**config.mk**
```make
export PLATFORM = sky130hd
export DESIGN_NAME = branch_target_buffer
export DESIGN_NICKNAME = d
export VERILOG_FILES = /design/src/rtl/branch_target_buffer.sv
export SDC_FILE = /design/constraint.sdc
export NUM_CORES = 2
export LEC_CHECK = 0
export CAP_MARGIN = 20
export CORE_MARGIN = 1.5
export CORE_UTILIZATION = 58
export DETAILED_ROUTE_END_ITERATION = 16
export PLACE_DENSITY = 0.72
export REMOVE_ABC_BUFFERS = 1
export SLEW_MARGIN = 20
export SYNTH_ARGS = -nofsm -noshare
export SYNTH_HDL_FRONTEND = slang
export SYNTH_SLANG_ARGS = --single-unit
```
**constraint.sdc**
```tcl
create_clock -name clk -period 14 [get_ports clk]
set_clock_uncertainty 0.1 [all_clocks]
set_input_delay 2.1 -clock clk [delete_from_list [all_inputs] [get_ports clk]]
set_output_delay 2.1 -clock clk [all_outputs]
set_load 0.01 [all_outputs]
```
**src/rtl/branch_target_buffer.sv**
```systemverilog
// Branch target buffer: a direct-mapped table of branch targets with
// saturating taken/not-taken counters, and a saturating count of
// mispredicted branches.
//
// The fetch side looks the table up combinationally on lookup_pc.
// The execute side trains the table through update_en/update_pc.
//
// Optional feature, selected at compile time:
//   BTB_TAG_EN  defined   -> each entry stores pc[PC_W-1:INDEX_W] as a tag,
//                            and a hit also needs the tag to match.
//   BTB_TAG_EN  undefined -> no tag storage. Any PC with the same index
//                            hits the entry (index-only prediction).
//
// Update interface: update_en is a one-cycle strobe that has no
// backpressure. Each cycle in which update_en is high (and rst is low)
// consumes exactly one resolved branch. The table never stalls the
// execute stage.
module branch_target_buffer #(
  parameter int PC_W     = 16,
  parameter int INDEX_W  = 6,
  parameter int CTR_BITS = 2
) (
  input  logic            clk,
  input  logic            rst,
  // fetch-side lookup
  input  logic [PC_W-1:0] lookup_pc,
  output logic            predict_taken,
  output logic [PC_W-1:0] predict_target,
  output logic            predict_hit,
  // execute-side training
  input  logic            update_en,
  input  logic [PC_W-1:0] update_pc,
  input  logic            update_taken,
  input  logic [PC_W-1:0] update_target,
  // statistics
  input  logic            stats_clear,
  output logic [15:0]     mispredict_count
);

  localparam int ENTRIES = 1 << INDEX_W;
  localparam int TAG_W   = PC_W - INDEX_W;

  // Counter encodings: saturated-taken, and the weakly-taken value
  // (MSB set, all other bits clear) that a new entry starts from.
  localparam logic [CTR_BITS-1:0] CTR_MAX  = {CTR_BITS{1'b1}};
  localparam logic [CTR_BITS-1:0] CTR_MIN  = {CTR_BITS{1'b0}};
  localparam logic [CTR_BITS-1:0] CTR_WEAK = {1'b1, {(CTR_BITS-1){1'b0}}};
  localparam logic [15:0]         CNT_MAX  = 16'hFFFF;

  // ---------------------------------------------------------------------
  // Entry storage. Only the valid bits need reset. Counters, targets and
  // tags are qualified by valid, so they stay uninitialised.
  // ---------------------------------------------------------------------
  logic [ENTRIES-1:0]  valid_q;
  logic [CTR_BITS-1:0] ctr_q    [ENTRIES];
  logic [PC_W-1:0]     target_q [ENTRIES];
`ifdef BTB_TAG_EN
  logic [TAG_W-1:0]    tag_q    [ENTRIES];
`endif

  // ---------------------------------------------------------------------
  // Lookup side
  // ---------------------------------------------------------------------
  logic [INDEX_W-1:0] lk_idx;
  logic               lk_hit;

  assign lk_idx = lookup_pc[INDEX_W-1:0];

  // Hit detection for the fetch PC, using only the current stored state.
  always_comb begin
    lk_hit = valid_q[lk_idx];
`ifdef BTB_TAG_EN
    if (tag_q[lk_idx] != lookup_pc[PC_W-1:INDEX_W]) begin
      lk_hit = 1'b0;
    end
`endif
  end

  // Outputs are forced low on a miss, so reset and empty entries read as zero.
  assign predict_hit    = lk_hit;
  assign predict_taken  = lk_hit & ctr_q[lk_idx][CTR_BITS-1];
  assign predict_target = lk_hit ? target_q[lk_idx] : '0;

  // ---------------------------------------------------------------------
  // Update side: view of the entry addressed by update_pc
  // before this cycle's write.
  // ---------------------------------------------------------------------
  logic [INDEX_W-1:0]  up_idx;
  logic                up_hit;
  logic [CTR_BITS-1:0] up_ctr;
  logic [PC_W-1:0]     up_stored_target;
  logic                up_pred_taken;
  logic                up_mispredict;

  assign up_idx           = update_pc[INDEX_W-1:0];
  assign up_ctr           = ctr_q[up_idx];
  assign up_stored_target = target_q[up_idx];

  // Hit detection for the resolving branch, same rule as the lookup side.
  always_comb begin
    up_hit = valid_q[up_idx];
`ifdef BTB_TAG_EN
    if (tag_q[up_idx] != update_pc[PC_W-1:INDEX_W]) begin
      up_hit = 1'b0;
    end
`endif
  end

  assign up_pred_taken = up_hit & up_ctr[CTR_BITS-1];

  // A branch is mispredicted in two cases:
  //   - the direction was wrong, or
  //   - it was predicted taken, was taken, and went somewhere else.
  assign up_mispredict = (up_pred_taken != update_taken) ||
                         (up_pred_taken && update_taken &&
                          (up_stored_target != update_target));

`ifndef BTB_TAG_EN
  // Without tags the upper PC bits have no role in the table.
  logic unused_tag_bits;
  assign unused_tag_bits = ^{lookup_pc[PC_W-1:INDEX_W], update_pc[PC_W-1:INDEX_W]};
`endif

  // ---------------------------------------------------------------------
  // Next-entry computation
  // ---------------------------------------------------------------------
  logic                wr_ctr;
  logic                wr_target;
  logic                alloc;
  logic [CTR_BITS-1:0] ctr_nxt;

  // Decide what the resolving branch writes: train a hit, allocate on a taken miss.
  always_comb begin
    wr_ctr    = 1'b0;
    wr_target = 1'b0;
    alloc     = 1'b0;
    ctr_nxt   = up_ctr;
    if (update_en) begin
      if (up_hit) begin
        wr_ctr = 1'b1;
        if (update_taken) begin
          wr_target = 1'b1;
          ctr_nxt   = (up_ctr == CTR_MAX) ? CTR_MAX : up_ctr + 1'b1;
        end else begin
          ctr_nxt   = (up_ctr == CTR_MIN) ? CTR_MIN : up_ctr - 1'b1;
        end
      end else if (update_taken) begin
        // A taken branch that misses claims the slot, evicting any alias.
        alloc     = 1'b1;
        wr_ctr    = 1'b1;
        wr_target = 1'b1;
        ctr_nxt   = CTR_WEAK;
      end
      // A not-taken branch that misses leaves the table untouched.
    end
  end

  // ---------------------------------------------------------------------
  // State registers
  // ---------------------------------------------------------------------

  // Valid bits: cleared at once by reset, set on allocation.
  always_ff @(posedge clk or posedge rst) begin
    if (rst) begin
      valid_q <= '0;
    end else if (alloc) begin
      valid_q[up_idx] <= 1'b1;
    end
  end

  // Entry payload (counter, target, tag).
  // Not reset; writes are blocked while rst is high.
  always_ff @(posedge clk) begin
    if (!rst) begin
      if (wr_ctr) begin
        ctr_q[up_idx] <= ctr_nxt;
      end
      if (wr_target) begin
        target_q[up_idx] <= update_target;
      end
`ifdef BTB_TAG_EN
      if (alloc) begin
        tag_q[up_idx] <= update_pc[PC_W-1:INDEX_W];
      end
`endif
    end
  end

  // Mispredict counter: saturates at all-ones. A clear wins over an
  // increment in the same cycle.
  always_ff @(posedge clk or posedge rst) begin
    if (rst) begin
      mispredict_count <= '0;
    end else if (stats_clear) begin
      mispredict_count <= '0;
    end else if (update_en && up_mispredict && (mispredict_count != CNT_MAX)) begin
      mispredict_count <= mispredict_count + 16'd1;
    end
  end

endmodule
```
# After elaboration in Yosys (flattened, before gate mapping)
# Memories as Yosys holds them, arrays and structs flattened.
# Index checks and enable logic that the tools add are counted.
[totals]
ff_bits = 80
ramBits = 1152
memories = 2
[memory_table]
columns = ["name", "depth", "width", "rd", "rd_ports_with_merged_regs", "write_ports", "line", "source"]
rows = [
  ["target_q", 64, 16, 2, 0, 1, "56", "logic [PC_W-1:0] target_q [ENTRIES];"],
  ["ctr_q", 64, 2, 2, 0, 1, "55", "logic [CTR_BITS-1:0] ctr_q [ENTRIES];"],
]
[op_classes]
addsub = 3
n_lt_le_gt_ge = 3
n_eq_ne = 4
mux = 27
n_bitwise = 3
reduce_logical = 8
[ops]
columns = ["cell", "n"]
rows = [
  ["$or 64x64->64", 1],
  ["$mux 16", 3],
  ["$add 16x1->16 const B", 1],
  ["$ne 16x16->1", 1],
  ["$ne 16x16->1 const B", 1],
  ["$mux 1", 15],
  ["$lt 6x7->1 const B", 2],
  ["$bmux 1 s6", 2],
  ["$mux 2", 6],
  ["$demux 1 s6", 1],
  ["$ge 6x1->1 const B", 1],
  ["$logic_and 1x1->1", 5],
  ["$add 2x1->2 const B", 1],
  ["$and 1x1->1", 2],
  ["$eq 2x2->1 const B", 1],
  ["$logic_not 2->1", 1],
  ["$reduce_bool 2->1", 1],
  ["$sub 2x1->2 const B", 1],
  ["$logic_or 1x1->1", 1],
  ["$ne 1x1->1", 1],
]

# Longest topological paths before layout
[depth]
ltp_word = 10
mapped_depth = 23
depth_no_buf = 16

# Worst setup path before layout
# Ideal clock, no wire load.
[synth_path]
kind = "input to register"
from = "in update_pc[1]"
to = "mem ctr_q[0][0], data pin"
setup_time_ns = 0.702
t_arrival_ns = 7.222
t_required_ns = 13.198
slack_ns = 5.977
cell_stages = 12
cell_sequence = "buf_6 > buf_4 > buf_2 > nor3_1 > clkbuf_1 > buf_2 > buf_1 > a22oi_1 > a31oi_1 > nor4_1 > maj3_1 > o21ai_0"
[synth_via]
elab_chain_len = 6
word_cells_on_any_way = 13
[synth_rtl]
columns = ["item", "line", "source"]
rows = [
  ["from (decl)", "32", "input logic [PC_W-1:0] update_pc,"],
  ["$mem_v2 64x2", "-", ""],
  ["$sub 2x1->2, or another cell as far along", "145", "ctr_nxt = (up_ctr == CTR_MIN) ? CTR_MIN : up_ctr - 1'b1;"],
  ["$mux 2, on equally long branches", "145, 143", ""],
  ["$mux 2", "141", "if (update_taken) begin"],
  ["$mux 2", "139", "if (up_hit) begin"],
  ["$mux 2 *", "138", "if (update_en) begin"],
  ["named net ctr_nxt[0]", "130", "logic [CTR_BITS-1:0] ctr_nxt;"],
  ["to (decl)", "55", ""],
]
# The timed path passes the listed nets; every way through them passes the cells marked *. The select of a mux whose other input is x is not followed.

# Worst setup path after layout
[layout_path]
from = "in lookup_pc[1]"
to = "out predict_target[13]"
[layout_via]
elab_chain_len = 3
word_cells_on_any_way = 4
[layout_rtl]
columns = ["item", "line", "source"]
rows = [
  ["from (decl)", "26", "input logic [PC_W-1:0] lookup_pc,"],
  ["$bmux 1 s6", "71", "lk_hit = valid_q[lk_idx];"],
  ["$mux 1 (not written as such)", "71", ""],
  ["$mux 16 *", "82", "assign predict_target = lk_hit ? target_q[lk_idx] : '0;"],
  ["to (decl)", "28", "output logic [PC_W-1:0] predict_target,"],
]
# Mark *: on every way between the ends. The rest lies on a longest branch, timed or not. The select of a mux whose other input is x is not followed.

==> impl_metrics.yaml <==
global_routing:
  grt_util_met1: 0.4786
  antenna_found_initial: 1
  busiest_layer: "met2"
  grt_usage: 0.3647
  grt_use_met3: 0.1049
  overflow: 0
  grt_max_degree: 98
  grt_pass1_vias: 37500
  grt_use_met2: 0.5410
  grt_pass1_wl_microns: 263400
worst_setup_path:
  timing.rr.start: "ctr_q[37][1]"
  end_kind: "primary output"
  worst-setup-path-type: "in -> out"
  crit_fanout: 80
  startpoint: "lookup_pc[1]"
  worstPathRequired_ps: 11800
  arrival_ps: 6530
  cp-start-kind: "primary input"
logic_synthesis:
  synthTopCellsByArea: "edfxtp_1 (60%), mux4_2 (16%), dfrtp_1 (3.5%), mux2i_1 (3.4%), a22oi_1 (2.0%)"
  synth_seq_cells: 1232
  synth_top_area_share: 0.5985
  synth_area_sq_mm: 0.05780
  ys_async_sr_fraction: 0.06494
  synth_area_per_cell_sq_um: 17.09
  synth.most_common_cell: "edfxtp_1"
  ys_seq_area_frac: 0.6331
  synth_edf_count: 1152
  ys_types: 76
  synth_top_flop_cell: "edfxtp_1"
  yosys_warnings: 0
  synth_largest_area_cell: "edfxtp_1"
  synthCells: 3383
  synthTopCellsByCount: "edfxtp_1 (1152), mux4_2 (412), mux2i_1 (199)"
placement:
  io_buffers: 66
  placed_cell_area_sq_mm: 0.06006
  place_ws_ps: 5374
  dp_cells: 4566
  dpl.hpwl_microns: 107200
  gp_congestion: 0.9399
clock_tree:
  cts_tree: "yes"
  ctsResizeCount: 0
  postCtsHoldBufs: 0
  cts.clk_slew.worst_paths_ps: 50
  cts-root-buf: "clkbuf_16"
  clk_latency_ps: 770
  cts_buffers: 130
  cts.sinks: 1232
  post_cts_buffers: 0
  cts_buffer_depth: 3
  htreeDepth: 4
timing:
  fmax_mhz: 114.5
  fin_setup_tns_ps: 0
  rsz0062_at_grt: "false"
  slew_violations: 0
  post-route-period-util: 0.6239
  post-route-worst-setup-slack_ps: 5266
  min_period_ps: 8734
  worst_slew_pin_slew_ps: 1257
  slew-limit-headroom: 0.1621
  finalSetupViolCount: 0
  finalHoldViolations: 0
drt:
  drc: 0
  first_pass_iters: 8
  via_count: 37650
  ant_nets: 0
  drt_iter0_drc: 6400
  viasPerCell: 7.845
  finalWirelength_microns: 185100
  wl_per_cell_microns: 38.56
pwr:
  power_density_mw_per_mm2: 130.6
  p_total_mw: 8.417
  max-vdd-ir-drop_mv: 0.1142
  p_leak_nw: 20.75
die:
  start_util: 0.5865
  core_sq_mm: 0.09856
  rows: 115
  io_pins: 87
  fp.dieW_microns: 318.7
  die_area_sq_mm: 0.1016
  die_y_microns: 318.7
finish:
  nets: 3466
  nFillCells: 6558
  fin_area_sq_mm: 0.06444
  seq_area_sq_mm: 0.03660
  drive_gt1_frac: 0.2891
  final_cells: 4799
  area_growth_syn_to_layout_pct: 11.48
  multi_input_area_sq_mm: 0.02009
job:
  cap_violations: 0
worst_hold_path:
  hold_start: "valid_q[10]"
  min_path_type: "reg -> reg"
run_status:
  outcome: "finished clean"
## power by group
| part | internal (mW) | total (mW) | switching (mW) |
|---|---|---|---|
| logic | 0.290 | 0.768 | 0.478 |
| clock network | 2.11 | 3.55 | 1.45 |
| registers | 4.07 | 4.10 | 0.0262 |
## placed cells by master (no fill, tap or decap), types with 66 or more instances in the layout
master,Yosys,routed
edfxtp_1,1152,1152
buf_4,13,148
mux2i_1,199,199
nand2_1,78,77
mux4_2,412,412
nor2_1,121,86
mux2_2,66,66
a22oi_1,157,156
dfrtp_1,80,80
a221oi_1,129,129
clkbuf_16,0,134
o22ai_1,93,93
## worst paths after layout
check | to | slack, ps | cells after the start
worst min-delay path | valid_q[10] | 390 | 1
worst max-delay path | predict_target[13] | 5270 | 8
max in group asynchronous | mispredict_count[12] | 11190 | 3
worst max register to register | mispredict_count[0] | 9250 | 15
min in group asynchronous | valid_q[50] | 1940 | 3
worst min register to register | valid_q[10] | 390 | 1
## cell type report
type,count,share of cell area
Antenna cell,1,0.00003883
Clock buffer,158,0.05390
Clock inverter,74,0.01382
Inverter,9,0.0005437
Multi-Input combinational cell,1824,0.3118
Sequential cell,1232,0.5679
Tap cell,1287,0.02499
Timing Repair Buffer,214,0.02699
## worst max-delay path, cell delays in order
cell,delay (ps)
buf_8,480
buf_4,750
buf_4,710
mux4_2,420
mux4_2,560
mux4_2,570
nor2b_1,170
clkdlybuf4s50_1,490
## flip-flops by register name (all words and copies together), names as in the netlist
| name | flops |
|---|---|
| target_q | 1024 |
| ctr_q | 128 |
| mispredict_count | 16 |
| valid_q | 64 |
## through the flow
stage | hold WS [ps] | utilization
final | 388.4 | 0.6538
after global routing | 416.3 | 0.6537
after global placement | 369.4 | 0.6093
after CTS | 389.4 | 0.6536
after floorplan | 358.7 | -
after detailed placement | 377.1 | 0.6093
## logic make-up (layout without fill, tap and decap cells)
kind of cell             Yosys count  count (layout)  synth area share
flip-flops                      1232            1232            0.6331
multiplexers                     687             687            0.2099
AO/OA/AOI/OAI                    667             667           0.08736
AND/OR/NAND/NOR                  456             456           0.04102
buffers and inverters            327             455           0.02639
XOR/XNOR                          11              11          0.001667
adder cells (fa/ha/maj)            3               3         0.0006060
other                              0               1                 0
## routing by layer
layer / routed length (microns) / part of all wire
met4: 13330 / 0.072
met1: 62070 / 0.34
met2: 83040 / 0.45
met3: 26610 / 0.14
met5: 0 / 0
Power figures use the tool's default switching activity.
